**src/rtl/hangman_pkg.sv**
```systemverilog
// Shared types and constants for the hangman UART transmit path.
package hangman_pkg;

  typedef enum logic [1:0] {
    StIdle     = 2'd0,
    StSend     = 2'd1,
    StWaitAck  = 2'd2,
    StWaitDone = 2'd3
  } tx_sched_state_t;

  localparam logic [7:0] ASCII_A          = 8'h41;
  localparam logic [7:0] ASCII_Z          = 8'h5A;
  localparam logic [7:0] END_CODE_DEFAULT = 8'h04;

  function automatic logic is_upper(input logic [7:0] c);
    return (c >= ASCII_A) && (c <= ASCII_Z);
  endfunction

endpackage

```
**src/rtl/hangman_tx_scheduler_if.sv**
```systemverilog
// Keypad/game-end inputs and UART transmitter handshake of the tx scheduler.
interface hangman_tx_scheduler_if #(
  parameter int unsigned DEPTH = 4
);
  localparam int unsigned CountW = $clog2(DEPTH + 1);

  logic              letter_valid;
  logic [7:0]        letter_data;
  logic              game_end;
  logic              tx_ready;
  logic [7:0]        tx_data;
  logic              tx_clk;
  logic              busy;
  logic              overflow;
  logic [CountW-1:0] fifo_count;

  // Scheduler side.
  modport master (
    input  letter_valid, letter_data, game_end, tx_ready,
    output tx_data, tx_clk, busy, overflow, fifo_count
  );

  // Keypad FSM / transmitter side.
  modport slave (
    output letter_valid, letter_data, game_end, tx_ready,
    input  tx_data, tx_clk, busy, overflow, fifo_count
  );
endinterface

```
**src/rtl/hangman_tx_scheduler_byte_fifo.sv**
```systemverilog
// Byte FIFO with combinational head, flush, and push accepted on full when popping.
module byte_fifo #(
  parameter  int unsigned DEPTH  = 4,
  localparam int unsigned PtrW   = $clog2(DEPTH),
  localparam int unsigned CountW = $clog2(DEPTH + 1)
) (
  input  logic              clk,
  input  logic              nRst,
  input  logic              push,
  input  logic              pop,
  input  logic              flush,
  input  logic [7:0]        din,
  output logic [7:0]        dout,
  output logic [CountW-1:0] count,
  output logic              full,
  output logic              empty
);
  logic [7:0]        mem_q [DEPTH];
  logic [PtrW-1:0]   rd_ptr_q, wr_ptr_q;
  logic [CountW-1:0] count_q;
  logic              do_push, do_pop;

  assign empty   = (count_q == '0);
  assign full    = (count_q == CountW'(DEPTH));
  assign do_pop  = pop && !empty;
  assign do_push = push && (!full || do_pop);
  assign dout    = mem_q[rd_ptr_q];
  assign count   = count_q;

  always_ff @(posedge clk or negedge nRst) begin
    if (!nRst) begin
      rd_ptr_q <= '0;
      wr_ptr_q <= '0;
      count_q  <= '0;
    end else if (flush) begin
      rd_ptr_q <= '0;
      wr_ptr_q <= '0;
      count_q  <= '0;
    end else begin
      if (do_push) wr_ptr_q <= wr_ptr_q + PtrW'(1);
      if (do_pop)  rd_ptr_q <= rd_ptr_q + PtrW'(1);
      if (do_push && !do_pop)      count_q <= count_q + CountW'(1);
      else if (!do_push && do_pop) count_q <= count_q - CountW'(1);
    end
  end

  always_ff @(posedge clk) begin
    if (do_push && !flush) mem_q[wr_ptr_q] <= din;
  end
endmodule

```
**src/rtl/hangman_tx_scheduler.sv**
```systemverilog
// Queues keypad letters and the game-end code onto the single UART transmitter.
module hangman_tx_scheduler
  import hangman_pkg::*;
#(
  parameter int unsigned DEPTH       = 4,
  parameter logic [7:0]  END_CODE    = END_CODE_DEFAULT,
  parameter int unsigned ACK_TIMEOUT = 8
) (
  input logic                    clk,
  input logic                    nRst,
  hangman_tx_scheduler_if.master bus
);
  localparam int unsigned CountW = $clog2(DEPTH + 1);
  localparam int unsigned AckW   = $clog2(ACK_TIMEOUT + 1);

  tx_sched_state_t   state_q, state_d;
  logic [7:0]        tx_data_q, head;
  logic              end_pending_q, overflow_q;
  logic [AckW-1:0]   ack_cnt_q;
  logic [CountW-1:0] count;
  logic              full, empty, push, pop, load, load_end, tx_clk, ack_expired;

  // A letter arriving with game_end is dropped along with the flushed queue.
  assign push        = bus.letter_valid && is_upper(bus.letter_data) && !bus.game_end;
  assign pop         = load && !load_end;
  assign ack_expired = (ack_cnt_q == AckW'(ACK_TIMEOUT - 1));

  byte_fifo #(
    .DEPTH(DEPTH)
  ) u_fifo (
    .clk  (clk),
    .nRst (nRst),
    .push (push),
    .pop  (pop),
    .flush(bus.game_end),
    .din  (bus.letter_data),
    .dout (head),
    .count(count),
    .full (full),
    .empty(empty)
  );

  always_ff @(posedge clk or negedge nRst) begin
    if (!nRst) state_q <= StIdle;
    else       state_q <= state_d;
  end

  always_comb begin
    state_d = state_q;
    unique case (state_q)
      StIdle:     if (bus.tx_ready && (end_pending_q || !empty)) state_d = StSend;
      StSend:     state_d = StWaitAck;
      StWaitAck: begin
        if (!bus.tx_ready)    state_d = StWaitDone;
        else if (ack_expired) state_d = StIdle;
      end
      StWaitDone: if (bus.tx_ready) state_d = StIdle;
      default:    state_d = StIdle;
    endcase
  end

  always_comb begin
    load     = 1'b0;
    load_end = 1'b0;
    tx_clk   = 1'b0;
    unique case (state_q)
      StIdle: begin
        if (bus.tx_ready && (end_pending_q || !empty)) begin
          load     = 1'b1;
          load_end = end_pending_q;
        end
      end
      StSend:  tx_clk = 1'b1;
      default: ;
    endcase
  end

  always_ff @(posedge clk or negedge nRst) begin
    if (!nRst) begin
      tx_data_q     <= 8'h00;
      end_pending_q <= 1'b0;
      overflow_q    <= 1'b0;
      ack_cnt_q     <= '0;
    end else begin
      if (load) tx_data_q <= load_end ? END_CODE : head;

      if (bus.game_end)  end_pending_q <= 1'b1;
      else if (load_end) end_pending_q <= 1'b0;

      if (bus.game_end)              overflow_q <= 1'b0;
      else if (push && full && !pop) overflow_q <= 1'b1;

      // Counts only cycles in WAIT_ACK with the transmitter still idle.
      if (state_q == StWaitAck && bus.tx_ready) ack_cnt_q <= ack_cnt_q + AckW'(1);
      else                                      ack_cnt_q <= '0;
    end
  end

  assign bus.tx_data    = tx_data_q;
  assign bus.tx_clk     = tx_clk;
  assign bus.busy       = (state_q != StIdle) || !empty || end_pending_q;
  assign bus.overflow   = overflow_q;
  assign bus.fifo_count = count;
endmodule

```
**src/flat_wrapper.sv**
```systemverilog
// flat-port wrapper written by rule: the top's interface ports become plain ports
module hangman_tx_scheduler_flat import hangman_pkg::*;
#(
  parameter int unsigned DEPTH       = 4,
  parameter logic [7:0]  END_CODE    = END_CODE_DEFAULT,
  parameter int unsigned ACK_TIMEOUT = 8
)
  (clk, nRst, bus_letter_valid, bus_letter_data, bus_game_end, bus_tx_ready, bus_tx_data, bus_tx_clk, bus_busy, bus_overflow, bus_fifo_count);
  hangman_tx_scheduler_if #(.DEPTH(DEPTH)) bus_i ();
  input logic clk;
  input logic nRst;
  input wire logic [$bits(bus_i.letter_valid)-1:0] bus_letter_valid;
  input wire logic [$bits(bus_i.letter_data)-1:0] bus_letter_data;
  input wire logic [$bits(bus_i.game_end)-1:0] bus_game_end;
  input wire logic [$bits(bus_i.tx_ready)-1:0] bus_tx_ready;
  output wire logic [$bits(bus_i.tx_data)-1:0] bus_tx_data;
  output wire logic [$bits(bus_i.tx_clk)-1:0] bus_tx_clk;
  output wire logic [$bits(bus_i.busy)-1:0] bus_busy;
  output wire logic [$bits(bus_i.overflow)-1:0] bus_overflow;
  output wire logic [$bits(bus_i.fifo_count)-1:0] bus_fifo_count;
  assign bus_i.letter_valid = bus_letter_valid;
  assign bus_i.letter_data = bus_letter_data;
  assign bus_i.game_end = bus_game_end;
  assign bus_i.tx_ready = bus_tx_ready;
  assign bus_tx_data = bus_i.tx_data;
  assign bus_tx_clk = bus_i.tx_clk;
  assign bus_busy = bus_i.busy;
  assign bus_overflow = bus_i.overflow;
  assign bus_fifo_count = bus_i.fifo_count;
  hangman_tx_scheduler #(.DEPTH(DEPTH), .END_CODE(END_CODE), .ACK_TIMEOUT(ACK_TIMEOUT)) u_core (.clk(clk), .nRst(nRst), .bus(bus_i));
endmodule
```
**config.mk**
```make
export PLATFORM = sky130hd
export DESIGN_NAME = hangman_tx_scheduler_flat
export DESIGN_NICKNAME = d
export VERILOG_FILES = /design/src/rtl/hangman_pkg.sv /design/src/rtl/hangman_tx_scheduler_if.sv /design/src/rtl/hangman_tx_scheduler_byte_fifo.sv /design/src/rtl/hangman_tx_scheduler.sv /design/src/flat_wrapper.sv
export SDC_FILE = /design/constraint.sdc
export NUM_CORES = 1
export LEC_CHECK = 0
export ABC_AREA = 0
export CORE_AREA = 8 8 98 100
export CTS_CLUSTER_SIZE = 28
export DETAILED_ROUTE_END_ITERATION = 6
export DIE_AREA = 0 0 106 108
export REMOVE_ABC_BUFFERS = 1
export SLEW_MARGIN = 30
export SYNTH_ARGS = -nofsm -noshare
export SYNTH_HDL_FRONTEND = slang
export SYNTH_SLANG_ARGS = --single-unit
```
**constraint.sdc**
```tcl
create_clock -name clk -period 2.2 [get_ports clk]
set_input_delay 0.22 -clock clk [delete_from_list [all_inputs] [get_ports clk]]
set_output_delay 0.22 -clock clk [all_outputs]
set_load 0.03 [all_outputs]
```
==> results of run 1 <==
## critical path, cell delays in order (launching register included)
cell	delay, ns
dfrtp_1	0.39
or4b_4	0.59
nand3_4	0.10
nor3b_4	0.19
nor2b_4	0.18
fa_2	0.44
o32ai_2	0.24
## cell usage in the layout, fill, tap and decap left out, types with 3 or more instances in the layout
cell type,count
nor3_1,3
clkdlybuf4s50_1,24
buf_4,26
buf_12,3
and2_1,4
dfrtp_1,23
a21oi_1,3
nand2_1,9
a22o_1,7
clkbuf_8,5
inv_1,8
o21ai_0,3
mux2i_1,3
ha_1,5
edfxtp_1,32
nor2_1,13
mux4_2,8
## final cells by class
class / count / area share (%)
inverters: 8 / 0.962
clock inverters: 3 / 1.00
clock buffers: 5 / 2.20
repair buffers: 57 / 17.4
multi-input cells: 87 / 25.0
well taps: 105 / 4.21
flip-flops and latches: 55 / 49.2
## state kept, by name, indices dropped and copies added, names as in the netlist
register,count
u_core.u_fifo.mem_q,32
u_core.bus.tx_data,8
u_core.ack_cnt_q,4
u_core.u_fifo.count,3
u_core.state_q,2
u_core.u_fifo.rd_ptr_q,2
u_core.u_fifo.wr_ptr_q,2
u_core.bus.overflow,1
u_core.end_pending_q,1
## worst max path at each step
stage	from	end	cells after the start
after floorplan	u_core.state_q[1]	u_core.u_fifo.count[2]	7
after global placement	bus_letter_data[4]	u_core.u_fifo.count[2]	10
after detailed placement	bus_letter_data[4]	u_core.u_fifo.count[2]	10
after CTS	u_core.state_q[1]	u_core.u_fifo.count[1]	6
after global routing	u_core.state_q[0]	u_core.u_fifo.count[2]	9
final	u_core.state_q[0]	u_core.u_fifo.count[1]	6
## repair_timing
action / 4_1_cts / 5_1_grt
pin swaps: 0 / 6
setup buffers: 0 / 2
endpoints found under the setup margin: 2 / 3
gates resized for setup: 4 / 9
## through the flow
step / setup TNS (ns) / worst slack, ns / power, mW / hold WS (ns)
2_1_floorplan: -0.540 / -0.328 / 1.31 / -0.0756
3_3_place_gp: -5.28 / -0.393 / 1.47 / 0.446
3_5_place_dp: -5.85 / -0.408 / 1.48 / 0.466
4_1_cts: -0.0293 / -0.0168 / 2.08 / 0.262
5_1_grt: -0.233 / -0.128 / 2.16 / 0.268
6_report: -0.0337 / -0.0273 / 2.07 / 0.253
## logic make-up after synthesis
family	count (synthesis)	synth area share (%)
buffers and inverters	15	2.62
adders and majority gates	6	3.53
DFF	55	65.7
muxes	12	9.58
xor gates and xnor gates	4	1.50
and+or+nand+nor	45	10.6
AOI/OAI and AO/OA	20	6.47
## power by group
group,switching (mW),internal [mW],leakage [nW]
registers,0.0228,1.13,0.594
logic,0.160,0.155,0.541
clock network,0.358,0.243,0.0522
total,0.541,1.53,1.19
## routing by layer
| metal | vias to the layer above | part of all wire (%) | wire length [µm] | GRT usage [%] |
|---|---|---|---|---|
| li1 | 689 | - | - | - |
| met1 | 683 | 45 | 2080 | 10.3 |
| met2 | 24 | 49 | 2240 | 13.7 |
| met3 | 5 | 4.7 | 216 | 2.56 |
| met4 | 0 | 1.1 | 51 | 3.02 |
| met5 | - | 0 | 0 | 0 |
==> results.py, run 1 <==
metrics = {
    "run_status": {
        "status": "finished, violations left",
        "violations": "negative setup slack",
    },
    "clocking": {
        "cts.sinks": 55,
        "cts.path.max_buffers": 2,
        "htree_num_levels": 2,
        "clk_latency_ns": 0.31,
        "clockRootBuffer": "clkbuf_8",
        "hold_buffers": 0,
        "cts_buffers": 5,
        "path_clk_slew_ns": 0.11,
        "cts_tree": "yes",
    },
    "route": {
        "drtIter0Drc": 34,
        "avgRoutedWirePerCell_um": 14.3,
        "drcViolationCount": 0,
        "drtAntennaViolNets": 0,
        "routed_wirelength_mm": 4.59,
        "vias": 1401,
        "firstDrtPassIters": 4,
        "routed_via_density": 4.38,
    },
    "synthesis": {
        "async_flop_share_pct": 41.8,
        "seq_area_frac_synth_pct": 65.7,
        "synth_edf_count": 32,
        "synth.most_common_cell": "edfxtp_1",
        "ys_types": 38,
        "synth_top_area_cell": "edfxtp_1",
        "ys_dominant_reg_cell": "edfxtp_1",
        "syn_area_mm2": 0.00234,
        "syn_area_per_cell_um2": 14.9,
        "synthTopCellsByArea": "edfxtp_1, dfrtp_1, mux4_2, ha_1, a22o_1",
        "synth_commonest_cells": "edfxtp_1, dfrtp_1, nor2_1, nand2_1",
        "netlist.area_leader.share_pct": 41.1,
        "ys_ff_latch": 55,
        "synthCells": 157,
        "yosysWarnings": 0,
    },
    "sta": {
        "setup_viol": 2,
        "max_freq_mhz": 449,
        "post-route-period-util_pct": 101,
        "fin_crit_ns": 2.23,
        "worst_slack_ns": -0.0273,
        "clock_skew_ns": 0.00251,
        "relSlewSlack_pct": 61.8,
        "rsz0062_at_grt": "yes",
        "final-max-slew-violation-count": 0,
        "tightest_slew_ns": 0.573,
        "report.final.hold_viol_count": 0,
    },
    "worst_setup_path": {
        "end_kind": "register",
        "rrSetupSlack_ns": -0.03,
        "reg2reg_depth": 6,
        "path_max_fanout": 4,
        "path_class": "reg2reg",
        "reg2reg_to": "u_core.u_fifo.count[1]",
        "reg2reg_from": "u_core.state_q[0]",
        "setup.worst_path.start_class": "register",
        "crit_arrival_ns": 2.45,
        "critPathRequiredTime_ns": 2.42,
    },
    "final_layout": {
        "fillers": 770,
        "stdcell_count": 320,
        "n_antenna_cell": 0,
        "final_util_pct": 38.8,
        "syn2layout_area_growth_pct": 33.5,
        "design_area_mm2": 0.00312,
        "layout.nets": 233,
        "drive_gt1_share_pct": 28.4,
        "regArea_mm2": 0.00154,
        "multi_input_area_um2": 781,
    },
    "global_route": {
        "grt_pass1_vias": 1480,
        "grt_max_degree": 24,
        "grt.total_usage_pct": 8.37,
        "grt-ovfl-total": 0,
        "antenna_found_initial": 0,
        "grt_pass1_wl_mm": 7.42,
    },
    "place": {
        "gp_congestion": 0.734,
        "dpl-instance-area_mm2": 0.00295,
        "portBuffers": 26,
        "dpl.cell_count": 310,
        "dp_hpwl_mm": 3.45,
    },
    "die": {
        "start_util_pct": 29.0,
        "die-area_mm2": 0.0114,
        "dieHeight_um": 108,
        "core-area_mm2": 0.00805,
        "dieWidth_um": 106,
        "top_level_ports": 27,
        "rows": 33,
    },
    "power": {
        "p_leak_nw": 1.19,
        "irDropWorstVdd_uv": 220,
        "p_per_area_mw_per_mm2": 663,
    },
    "min_path": {
        "hold_path.class": "in2async",
    },
    "flow_run": {
        "max-cap-violations": 0,
    },
}
Note: power is estimated with default switching activity, not from simulation.
==> run 2, diff against run 1 <==
Settings changed: REMOVE_ABC_BUFFERS 1 to not set.
==> run 2 against run 1 <==
- the run still ends with negative setup slack left
- register-to-register slack is essentially flat
- die area is the same
- setup slack lost 0.0077 ns
- sequential power is essentially flat
- critical path depth is the same
- non-clock buffer count grew 3
==> results.py, run 2 (same netlist as run 1, synthesis figures left out) <==
metrics = {
    "die": {
        "dieWidth_um": 106,
        "dieHeight_um": 108,
        "core-area_mm2": 0.00805,
        "top_level_ports": 27,
        "die-area_mm2": 0.0114,
        "rows": 33,
        "start_util_pct": 29.0,
    },
    "clocking": {
        "cts.path.max_buffers": 2,
        "htree_num_levels": 2,
        "cts_buffers": 5,
        "cts_tree": "yes",
        "clockRootBuffer": "clkbuf_8",
        "clk_latency_ns": 0.31,
        "cts.sinks": 55,
        "path_clk_slew_ns": 0.10,
    },
    "sta": {
        "fin_crit_ns": 2.24,
        "max_freq_mhz": 447,
        "tightest_slew_ns": 0.426,
        "clock_skew_ns": 0.0101,
        "post-route-period-util_pct": 102,
        "setup_viol": 1,
        "report.final.hold_viol_count": 0,
        "worst_slack_ns": -0.0350,
        "final-max-slew-violation-count": 0,
        "rsz0062_at_grt": "yes",
        "relSlewSlack_pct": 71.5,
    },
    "power": {
        "p_leak_nw": 1.18,
        "power_frac_comb_pct": 15.4,
        "p_switching_uw": 505,
        "clkPwrFrac_pct": 27.1,
        "p_int_mw": 1.50,
        "power.share.sequential_pct": 57.5,
        "power_mw": 2.01,
        "p_sw_share_pct": 25.1,
        "irDropWorstVdd_uv": 214,
        "p_per_area_mw_per_mm2": 647,
    },
    "final_layout": {
        "syn2layout_area_growth_pct": 32.7,
        "fillers": 792,
        "largest_reg_flops": 32,
        "drive_gt1_share_pct": 28.9,
        "final_common_cell": "buf_4",
        "regMostFlops": "u_core.u_fifo.mem_q",
        "mostFrequentLayoutCells": "buf_4, edfxtp_1, clkdlybuf4s50_1, dfrtp_1, nor2_1",
        "layout.nets": 236,
        "n_antenna_cell": 0,
    },
    "flow_run": {
        "max-cap-violations": 0,
    },
    "worst_setup_path": {
        "reg2reg_from": "u_core.end_pending_q",
        "setup.worst_path.start_class": "register",
        "cp_top_family": "simple AND/OR/NAND/NOR gates",
        "rrSetupSlack_ns": -0.04,
        "critPathRequiredTime_ns": 2.43,
        "end_kind": "register",
        "crit_slowest_cell": "or4b_4",
        "path_max_fanout": 4,
        "crit_buf_inv": 0,
        "crit_chain": "or4b_4 > nand3_4 > nor3b_4 > nor2b_4 > fa_2 > o32ai_2",
        "max_stage_delay_ns": 0.60,
        "reg2reg_to": "u_core.u_fifo.count[1]",
        "path_class": "reg2reg",
        "crit_arrival_ns": 2.46,
        "reg2reg_depth": 6,
    },
    "global_route": {
        "grt_pass1_wl_mm": 7.54,
        "grt-ovfl-total": 0,
        "grt_max_degree": 24,
        "antenna_found_initial": 0,
        "grt.total_usage_pct": 8.48,
        "grt_pass1_vias": 1506,
    },
    "route": {
        "firstDrtPassIters": 4,
        "drcViolationCount": 0,
        "avgRoutedWirePerCell_um": 14.2,
        "routed_wirelength_mm": 4.60,
        "routed_via_density": 4.46,
        "drtAntennaViolNets": 0,
        "vias": 1441,
        "drtIter0Drc": 55,
    },
    "place": {
        "portBuffers": 26,
        "dp_hpwl_mm": 3.51,
        "place_ws_ns": -0.454,
        "gp_congestion": 0.802,
    },
    "min_path": {
        "hold_path.class": "in2async",
    },
    "run_status": {
        "status": "finished, violations left",
        "violations": "negative setup slack",
    },
    "synthesis": {
        "synth_fp_nets": 176,
    },
}
-- run 2: cell count changes in the layout (fill, tap and decap cells not counted), sizes merged --
cell | previous run | this run
buf | 31 | 34
clkinvlp | 0 | 2
dlygate4sd2 | 0 | 2
dlymetal6s2s | 2 | 0
inv | 10 | 8
-- run 2: worst max path at each step --
stage	end	cells past startpoint	startpoint
floorplan	u_core.u_fifo.count[1]	7	u_core.state_q[0]
global placement	u_core.u_fifo.count[2]	10	bus_letter_data[4]
detailed placement	u_core.u_fifo.count[2]	10	bus_letter_data[4]
CTS	u_core.u_fifo.count[1]	6	u_core.state_q[1]
global route	u_core.u_fifo.count[1]	6	u_core.end_pending_q
finish	u_core.u_fifo.count[1]	6	u_core.end_pending_q
-- run 2: what timing repair did --
action / CTS / global route
setup endpoints to repair: 2 / 34
buffers inserted: 2 / 2
resized for setup: 6 / 3
hold buffers: 0 / 0
pin swaps: 6 / 3
-- run 2: final cells by class --
cell class | instances | area [µm²] | area share (%)
clock buffer | 5 | 68.8 | 2.22
clock inverter | 3 | 20.0 | 0.645
inverter | 8 | 30.0 | 0.968
multi-input combinational | 87 | 791 | 25.5
sequential | 55 | 1540 | 49.5
tap | 105 | 131 | 4.23
timing repair buffer | 60 | 526 | 16.9
-- run 2: metal layers --
layer  up-vias  GRT usage (%)  routed length, µm
met5         -              0                  0
met4         0           3.32                 71
met3         5           2.91                289
met2        33           13.6               2230
met1       703           10.3               2010
li1        700              -                  -
-- run 2: power by group through the flow --
stage | Combinational, mW | Clock [mW] | Sequential (mW)
after floorplan | 0.130 | 0 | 1.19
after global placement | 0.298 | 0 | 1.17
after detailed placement | 0.301 | 0 | 1.17
after CTS | 0.305 | 0.567 | 1.15
after global routing | 0.344 | 0.603 | 1.16
final | 0.310 | 0.544 | 1.15
-- run 2: stage by stage --
| step | TNS [ns] | util (%) | std cells | instance area [µm²] | hold slack [ns] |
|---|---|---|---|---|---|
| floorplan | -0.310 | - | 157 | 2360 | -0.0756 |
| global placement | -7.11 | 36.7 | 312 | 2960 | 0.447 |
| CTS | -0.0313 | 38.2 | 322 | 3080 | 0.262 |
| finish | -0.0350 | 38.5 | 323 | 3100 | 0.259 |
| global route | -0.228 | 38.5 | 323 | 3100 | 0.282 |
| detailed placement | -6.55 | 36.7 | 312 | 2960 | 0.454 |
==> run 3, diff against run 2 <==
Settings changed: CORE_AREA 8 8 98 100 to 8 8 80 82, DIE_AREA 0 0 106 108 to 0 0 88 90, PLACE_DENSITY set to 0.7.
==> run 3 against run 2 <==
- largest power group unchanged
- largest cell class unchanged
- worst hold slack gained 0.0037 ns
- highest routed layer unchanged
- the flow still finishes with violations (negative setup slack)
- clock power grew 3%
- critical endpoint is now u_core.u_fifo.count[2]
- combinational power shrank 2%
- clock skew shrank 0.0027 ns
==> results.py, run 3 (same netlist as run 1, synthesis figures left out) <==
metrics = {
    "run_status": {
        "status": "finished, violations left",
        "violations": "negative setup slack",
    },
    "place": {
        "gp_congestion": 0.793,
        "dpl.cell_count": 274,
        "portBuffers": 26,
        "dp_hpwl_mm": 3.49,
    },
    "sta": {
        "relSlewSlack_pct": 70.7,
        "clock_skew_ns": 0.00737,
        "worst_slack_ns": -0.0439,
        "setup_tns_ns": -0.0846,
        "final-max-slew-violation-count": 0,
        "tightest_slew_ns": 0.439,
        "max_freq_mhz": 446,
        "post-route-period-util_pct": 102,
        "report.final.hold_viol_count": 0,
        "fin_crit_ns": 2.24,
        "rsz0062_at_grt": "yes",
        "setup_viol": 2,
    },
    "route": {
        "routed_via_density": 5.13,
        "avgRoutedWirePerCell_um": 16.9,
        "drtIter0Drc": 60,
        "firstDrtPassIters": 4,
        "vias": 1456,
        "drcViolationCount": 0,
        "routed_wirelength_mm": 4.81,
        "drtAntennaViolNets": 0,
    },
    "power": {
        "power_mw": 2.02,
        "p_leak_nw": 1.16,
        "p_per_area_mw_per_mm2": 663,
        "irDropWorstVdd_uv": 402,
    },
    "synthesis": {
        "synth_fp_nets": 176,
    },
    "die": {
        "die-area_mm2": 0.00792,
        "dieHeight_um": 90,
        "dieWidth_um": 88,
        "start_util_pct": 44.7,
        "top_level_ports": 27,
        "rows": 27,
        "core-area_mm2": 0.00524,
    },
    "global_route": {
        "grt_pass1_wl_mm": 8.00,
        "grt.total_usage_pct": 13.2,
        "grt_max_degree": 24,
        "antenna_found_initial": 0,
        "grt-ovfl-total": 0,
        "grt_pass1_vias": 1604,
    },
    "worst_setup_path": {
        "crit_start": "u_core.end_pending_q",
        "path_class": "reg2reg",
        "crit_arrival_ns": 2.43,
        "path_max_fanout": 4,
        "reg2reg_from": "u_core.end_pending_q",
        "setup.worst_path.start_class": "register",
        "critPathRequiredTime_ns": 2.38,
        "end_kind": "register",
    },
    "clocking": {
        "clockRootBuffer": "clkbuf_8",
        "clk_latency_ns": 0.30,
        "cts_tree": "yes",
        "cts.sinks": 55,
        "path_clk_slew_ns": 0.10,
        "cts_buffers": 5,
        "htree_num_levels": 2,
        "cts.path.max_buffers": 2,
        "hold_buffers": 0,
    },
    "flow_run": {
        "max-cap-violations": 0,
    },
    "final_layout": {
        "syn2layout_area_growth_pct": 30.1,
        "layout.nets": 230,
        "mostFrequentLayoutCells": "edfxtp_1, buf_4, clkdlybuf4s50_1, dfrtp_1, nor2_1",
        "n_antenna_cell": 0,
        "regMostFlops": "u_core.u_fifo.mem_q",
        "fillers": 416,
        "stdcell_count": 284,
        "drive_gt1_share_pct": 25.9,
        "final_common_cell": "edfxtp_1",
        "largest_reg_flops": 32,
    },
    "min_path": {
        "hold_path.class": "in2async",
    },
}
## run 3: changes by cell type in the layout (fill, tap and decap cells not counted), sizes merged
cell	previous run	this run
clkinvlp	2	1
inv	8	9
buf	34	28
clkbuf	5	6
clkdlybuf4s50	24	23
clkinv	1	0
dlygate4sd2	2	3
## run 3: cell type report
| cell class | instances | area, µm² | share of cell area [%] |
|---|---|---|---|
| multi-input combinational | 87 | 781 | 25.7 |
| clock buffer | 6 | 72.6 | 2.38 |
| clock inverter | 2 | 16.3 | 0.535 |
| inverter | 8 | 30.0 | 0.987 |
| tap | 72 | 90.1 | 2.96 |
| timing repair buffer | 54 | 517 | 17.0 |
| sequential | 55 | 1540 | 50.5 |
## run 3: what timing repair did
action / 4_1_cts / 5_1_grt
setup buffers: 1 / 1
setup endpoints to repair: 2 / 2
resized for setup: 8 / 0
pin swaps: 6 / 4
## run 3: where the power goes
| part | total (mW) | internal [mW] | switching, mW |
|---|---|---|---|
| sequential | 1.15 | 1.13 | 0.0242 |
| combinational | 0.305 | 0.144 | 0.161 |
| clock | 0.560 | 0.229 | 0.330 |
## run 3: worst paths after layout
| path | end | slack, ns | cells past startpoint |
|---|---|---|---|
| worst min register to register | u_core.ack_cnt_q[0] | 0.47 | 1 |
| min in group clk | u_core.u_fifo.mem_q[0][0] | 0.35 | 2 |
| max in group asynchronous | u_core.u_fifo.wr_ptr_q[1] | 1.70 | 2 |
| worst min-delay path | u_core.ack_cnt_q[1] | 0.26 | 2 |
| worst max-delay path | u_core.u_fifo.count[2] | -0.04 | 8 |
| worst max register to register | u_core.u_fifo.count[2] | -0.04 | 8 |
## run 3: layer usage
metal | up-vias | global-route usage (%) | part of all wire [%]
met5 | - | 0 | 0
met4 | 0 | 4.59 | 1.3
met3 | 7 | 3.55 | 4.9
met2 | 34 | 21.4 | 50
met1 | 730 | 16.2 | 44
li1 | 685 | - | -
## run 3: worst max-delay path: stages (launching register included)
cell and delay, ns:
dfrtp_1 0.40, or4b_4 0.56, buf_4 0.16, nor2_4 0.11
nor2b_4 0.05, fa_2 0.37, nor4b_4 0.15, o211ai_1 0.20
o211ai_1 0.12
## run 3: per-stage QoR
step	utilization [%]	cell area, µm²	setup slack (ns)	hold slack [ns]
6_report	58.1	3040	-0.0439	0.263
5_1_grt	58.1	3040	-0.130	0.272
4_1_cts	58.0	3040	-0.0753	0.269
3_5_place_dp	55.7	2920	-0.537	0.457
3_3_place_gp	55.7	2920	-0.437	0.445
2_1_floorplan	-	2360	-0.157	-0.0756
